--- config.mk ---
export PLATFORM = sky130hd
export DESIGN_NAME = sram_arbiter
export DESIGN_NICKNAME = d
export VERILOG_FILES = /design/src/rtl/sram_arbiter_pkg.sv /design/src/rtl/sram_arbiter.sv
export SDC_FILE = /design/constraint.sdc
export NUM_CORES = 1
export LEC_CHECK = 0
export CORE_MARGIN = 4
export CORE_UTILIZATION = 40
export CTS_CLUSTER_DIAMETER = 40
export DETAILED_ROUTE_END_ITERATION = 6
export DONT_BUFFER_PORTS = 1
export RECOVER_POWER = 25
export SYNTH_ARGS = -nofsm -noshare
export SYNTH_HDL_FRONTEND = slang
export SYNTH_SLANG_ARGS = --single-unit
--- constraint.sdc ---
create_clock -name clock -period 8.16 [get_ports clock]
set_input_delay 1.224 -clock clock [delete_from_list [all_inputs] [get_ports clock]]
set_output_delay 1.224 -clock clock [all_outputs]
set_load 0.01 [all_outputs]
--- src/rtl/sram_arbiter_pkg.sv ---
// Shared definitions for the SRAM time-slot arbiter: slot phases, owners, and the
// video-to-physical address mapping that the debug/snapshot logic also uses.
package sram_arbiter_pkg;

    localparam int SRAM_AW = 18;
    localparam int SRAM_DW = 8;

    typedef enum logic [3:0] {
        T0   = 4'd0,
        T1   = 4'd1,
        T2   = 4'd2,
        T3   = 4'd3,
        T4   = 4'd4,
        T5   = 4'd5,
        T6   = 4'd6,
        T7   = 4'd7,
        IDLE = 4'd8
    } phase_t;

    typedef enum logic [1:0] {
        OWN_NONE   = 2'd0,
        OWN_CPU_RD = 2'd1,
        OWN_CPU_WR = 2'd2,
        OWN_LD_WR  = 2'd3
    } owner_t;

    // RAM sits in the upper 128 KB; screens live in 16 KB pages 5 and 7, and a
    // screen uses only the low 8 KB of its page, hence the zero above the offset.
    function automatic logic [SRAM_AW-1:0] vid_to_phys(input logic [13:0] vid_a);
        return {2'b11, vid_a[13], 1'b1, 1'b0, vid_a[12:0]};
    endfunction

endpackage

--- src/rtl/sram_arbiter.sv ---
// Shares one async SRAM between video, CPU and loader in fixed 8-clock slots per pixel.
// vidQ valid 3 clocks after sync, cpuQ at t7; no backpressure, losers simply wait a slot.
module sram_arbiter
    import sram_arbiter_pkg::*;
#(
    parameter int AW = SRAM_AW,
    parameter int DW = SRAM_DW
) (
    input  logic          clock,
    input  logic          reset,
    input  logic          sync,
    input  logic [13:0]   vidA,
    output logic [7:0]    vidQ,
    input  logic [AW-1:0] cpuA,
    input  logic [DW-1:0] cpuD,
    input  logic          cpuRd,
    input  logic          cpuWr,
    output logic [DW-1:0] cpuQ,
    input  logic          boot,
    input  logic          ldReq,
    input  logic [AW-1:0] ldA,
    input  logic [DW-1:0] ldD,
    output logic          ldAck,
    output logic [AW-1:0] sramA,
    output logic [DW-1:0] sramDo,
    input  logic [DW-1:0] sramDi,
    output logic          sramDrv,
    output logic          sramWe_n,
    output logic          sramOe_n
);

    phase_t phase, phase_nxt;
    owner_t owner, owner_nxt;

    logic [AW-1:0] a_nxt;
    logic [DW-1:0] do_nxt;
    logic          drv_nxt, we_n_nxt, oe_n_nxt, ack_nxt;
    logic [7:0]    vidq_nxt;
    logic [DW-1:0] cpuq_nxt;
    logic          own_write;

    always_ff @(posedge clock or negedge reset) begin
        if (!reset) begin
            phase <= IDLE;
            owner <= OWN_NONE;
        end else begin
            phase <= phase_nxt;
            owner <= owner_nxt;
        end
    end

    // A sync anywhere restarts the slot; a sync at t7 is just the normal wrap.
    always_comb begin
        phase_nxt = phase;
        owner_nxt = owner;
        if (sync)
            phase_nxt = T0;
        else if (phase == T7)
            phase_nxt = T0;
        else if (phase != IDLE)
            phase_nxt = phase_t'(phase + 4'd1);

        if (phase_nxt == T0) begin
            owner_nxt = OWN_NONE;
        end else if (phase_nxt == T3) begin
            if (boot && ldReq)
                owner_nxt = OWN_LD_WR;
            else if (cpuWr)
                owner_nxt = OWN_CPU_WR;
            else if (cpuRd)
                owner_nxt = OWN_CPU_RD;
            else if (!boot && ldReq)
                owner_nxt = OWN_LD_WR;
            else
                owner_nxt = OWN_NONE;
        end
    end

    assign own_write = (owner_nxt == OWN_CPU_WR) || (owner_nxt == OWN_LD_WR);

    // Next values of the registered pins, keyed on the phase being entered.
    always_comb begin
        a_nxt    = sramA;
        do_nxt   = sramDo;
        drv_nxt  = sramDrv;
        we_n_nxt = sramWe_n;
        oe_n_nxt = sramOe_n;
        case (phase_nxt)
            T0: begin
                a_nxt    = AW'(vid_to_phys(vidA));
                oe_n_nxt = 1'b0;
                drv_nxt  = 1'b0;
                we_n_nxt = 1'b1;
            end
            T3: begin
                we_n_nxt = 1'b1;
                case (owner_nxt)
                    OWN_CPU_WR: begin
                        a_nxt    = cpuA;
                        do_nxt   = cpuD;
                        drv_nxt  = 1'b1;
                        oe_n_nxt = 1'b1;
                    end
                    OWN_LD_WR: begin
                        a_nxt    = ldA;
                        do_nxt   = ldD;
                        drv_nxt  = 1'b1;
                        oe_n_nxt = 1'b1;
                    end
                    OWN_CPU_RD: begin
                        a_nxt    = cpuA;
                        drv_nxt  = 1'b0;
                        oe_n_nxt = 1'b0;
                    end
                    default: begin
                        drv_nxt  = 1'b0;
                        oe_n_nxt = 1'b1;
                    end
                endcase
            end
            T4, T5: we_n_nxt = !own_write;
            T6:     we_n_nxt = 1'b1;
            T7: begin
                drv_nxt  = 1'b0;
                oe_n_nxt = 1'b1;
                we_n_nxt = 1'b1;
            end
            default: ;
        endcase

        vidq_nxt = vidQ;
        if (phase == T2 && phase_nxt == T3)
            vidq_nxt = sramDi;

        cpuq_nxt = cpuQ;
        if (phase == T6 && phase_nxt == T7 && owner == OWN_CPU_RD)
            cpuq_nxt = sramDi;

        ack_nxt = (phase_nxt == T7) && (owner_nxt == OWN_LD_WR);
    end

    always_ff @(posedge clock or negedge reset) begin
        if (!reset) begin
            sramA    <= '0;
            sramDo   <= '0;
            sramDrv  <= 1'b0;
            sramWe_n <= 1'b1;
            sramOe_n <= 1'b1;
            vidQ     <= 8'hFF;
            cpuQ     <= {DW{1'b1}};
            ldAck    <= 1'b0;
        end else begin
            sramA    <= a_nxt;
            sramDo   <= do_nxt;
            sramDrv  <= drv_nxt;
            sramWe_n <= we_n_nxt;
            sramOe_n <= oe_n_nxt;
            vidQ     <= vidq_nxt;
            cpuQ     <= cpuq_nxt;
            ldAck    <= ack_nxt;
        end
    end

endmodule

==> impl_metrics.ini <==
[yosys]
ys_seq_area_share_pct = 47.9
yosysMostFrequentCell = mux2_2
post-synth-top-area-cell = dfrtp_1
syn_inst = 237
syn_area_sq_um = 2760
synth_fp_nets = 322
syn_avg_cell_area_sq_um = 11.7
ys_ff_latch = 52
synthTopCellsByArea = dfrtp_1 (30%), mux2_2 (24%), dfstp_2 (18%)
postSynth.asyncResetShare_pct = 100
synth_edf_count = 0
synthTopCellsByCount = mux2_2 (59), dfrtp_1 (33), dfstp_2 (19)
yosysTopAreaCellShare_pct = 29.9
synth_warnings = 0
ys.flop_type = dfrtp_1
yosysUniqueCellTypes = 37

[clock_network]
cts_hold_buffers = 0
cts_tree = done
htree_levels = 2
cts_setup_buffers = 0
cts_sinks = 52
cts_resized = 0
clk_pin_slew_ps = 90
clk_latency_ps = 300
cts_buffers = 5
cts-root-buf = clkbuf_8
cts_max_path_buffers = 2

[placed_design]
gp_congestion = 0.782
portBuffers = 0
dpl.hpwl_um = 4520
placed_cell_area_sq_um = 2810

[finish]
drive_gt1_share_pct = 40.3
stdcell_area_sq_um = 2920
filler_cell_count = 636
antenna_cells = 0
post-route-util_pct = 43.2
regArea_sq_um = 1330
nNetsFinal = 317
multi_input_area_sq_um = 1340
area_growth_pct = 5.61

[pwr]
p_per_area_nw_per_um2 = 250
power.total_mw = 0.730
p_leak_nw = 1.18
vdd_ir_drop_max_mv = 0.109

[critical_path]
cp_max_fo = 18
end_kind = register
worstSetupStartpointType = register
required_ps = 8350
critPathArrivalTime_ps = 4940
critPathKind = reg -> reg

[timing]
fin_setup_tns_ps = 0
max_freq_mhz = 210
worst_pin_slew_ps = 987
relSlewSlack_pct = 33.2
period_share_pct = 58.2
whs_ps = 572
finalClockSkew_ps = 4.46
finalHoldViolCount = 0
setup_viol = 0
rsz0062_at_grt = no
slew_viol_final = 0
period_needed_ps = 4750

[floorplan]
die_h_um = 91.1
dieArea_sq_um = 8300
io_pins = 127
fp.dieW_um = 91.1
core_sq_um = 6760
num_rows = 30
initial_core_util_pct = 40.9

[grt]
antenna_found_initial = 0
grt_first_pass_wirelength_um = 9530
grt-ovfl-total = 0
grt_max_degree = 53
grt_pass1_vias = 1878
grt_usage_pct = 14.2

[drt]
drtIter0Drc = 70
drcViolationCount = 0
ant_nets = 0
firstDrtPassIters = 4
wire_per_inst_um = 18.9
wirelength_um = 5920
via_count = 1707
viasPerCell = 5.45

[hold_path]
hold_path_class = reg -> reg

[run_status]
status = finished clean

[flow_run]
cap_viol_max_count = 0
cells in the final DEF (no fill, tap or decap), drive strengths merged, types with 4 or more instances in the layout:
master,count
dfrtp,33
ha,4
nor2,16
nand2,12
nor3,4
o21ai,8
nor2b,5
mux2i,11
clkbuf,6
mux2,59
o22ai,5
inv,13
dfstp,19
a21oi,14
per-layer routing:
layer	up-vias	wire [um]	GRT usage (%)
met3	2	619	6.46
li1	823	-	-
met1	802	2390	17.1
met5	-	0	0
met2	80	2880	23.4
met4	0	31	2.64
metrics by stage:
step | setup WS, ps | cells
floorplan | 4020 | 237
global placement | 3300 | 305
detailed placement | 3140 | 305
CTS | 3350 | 313
global route | 2950 | 313
finish | 3410 | 313
critical path: stages (launching register included):
cell,delay (ps)
dfrtp_1,470
ha_1,330
nor2b_1,160
a21oi_1,440
nand2_1,180
nor3_2,750
inv_1,170
nand2_1,110
ha_1,480
o21ai_0,260
mux2i_1,110
a21oi_2,760
mux2_2,410
area by class of cell:
type	count	area share, %
Clock buffer	6	3.21
Clock inverter	2	0.514
Inverter	11	1.41
Multi-Input combinational cell	162	46.0
Sequential cell	52	45.4
Tap cell	80	3.43
kinds of logic after synthesis:
logic type	count (synthesis)	synth area share, %
AO/OA/AOI/OAI	36	7.79
XOR/XNOR	3	0.951
adder cells (fa/ha/maj)	4	1.81
buffers and inverters	23	3.76
flip-flops	52	47.9
multiplexers	70	28.2
AND/OR/NAND/NOR	49	9.60
sequential cells by signal, indices dropped and copies added, names as in the netlist:
signal    cells
sramA        18
cpuQ          8
sramDo        8
vidQ          8
phase         4
owner         2
ldAck         1
sramDrv       1
sramOe_n      1
sramWe_n      1
power by group:
group	switching [mW]	internal (mW)	leakage, nW	total, mW
Combinational	0.0672	0.0842	0.536	0.151
Clock	0.0867	0.0805	0.0573	0.167
Sequential	0.0762	0.335	0.584	0.411
Total	0.230	0.500	1.18	0.730
path summary, 6_finish.rpt:
check,start,end,slack (ps),cells after the start
setup reg to reg,phase[0],sramA[1],3410,12
hold reg to reg,sramOe_n,sramOe_n,570,2
setup / recovery,phase[0],sramA[1],3410,12
min in group asynchronous,reset,ldAck,610,0
hold / removal,sramOe_n,sramOe_n,570,2
max in group asynchronous,reset,sramOe_n,7370,0
(Power assumes the default switching activity.)
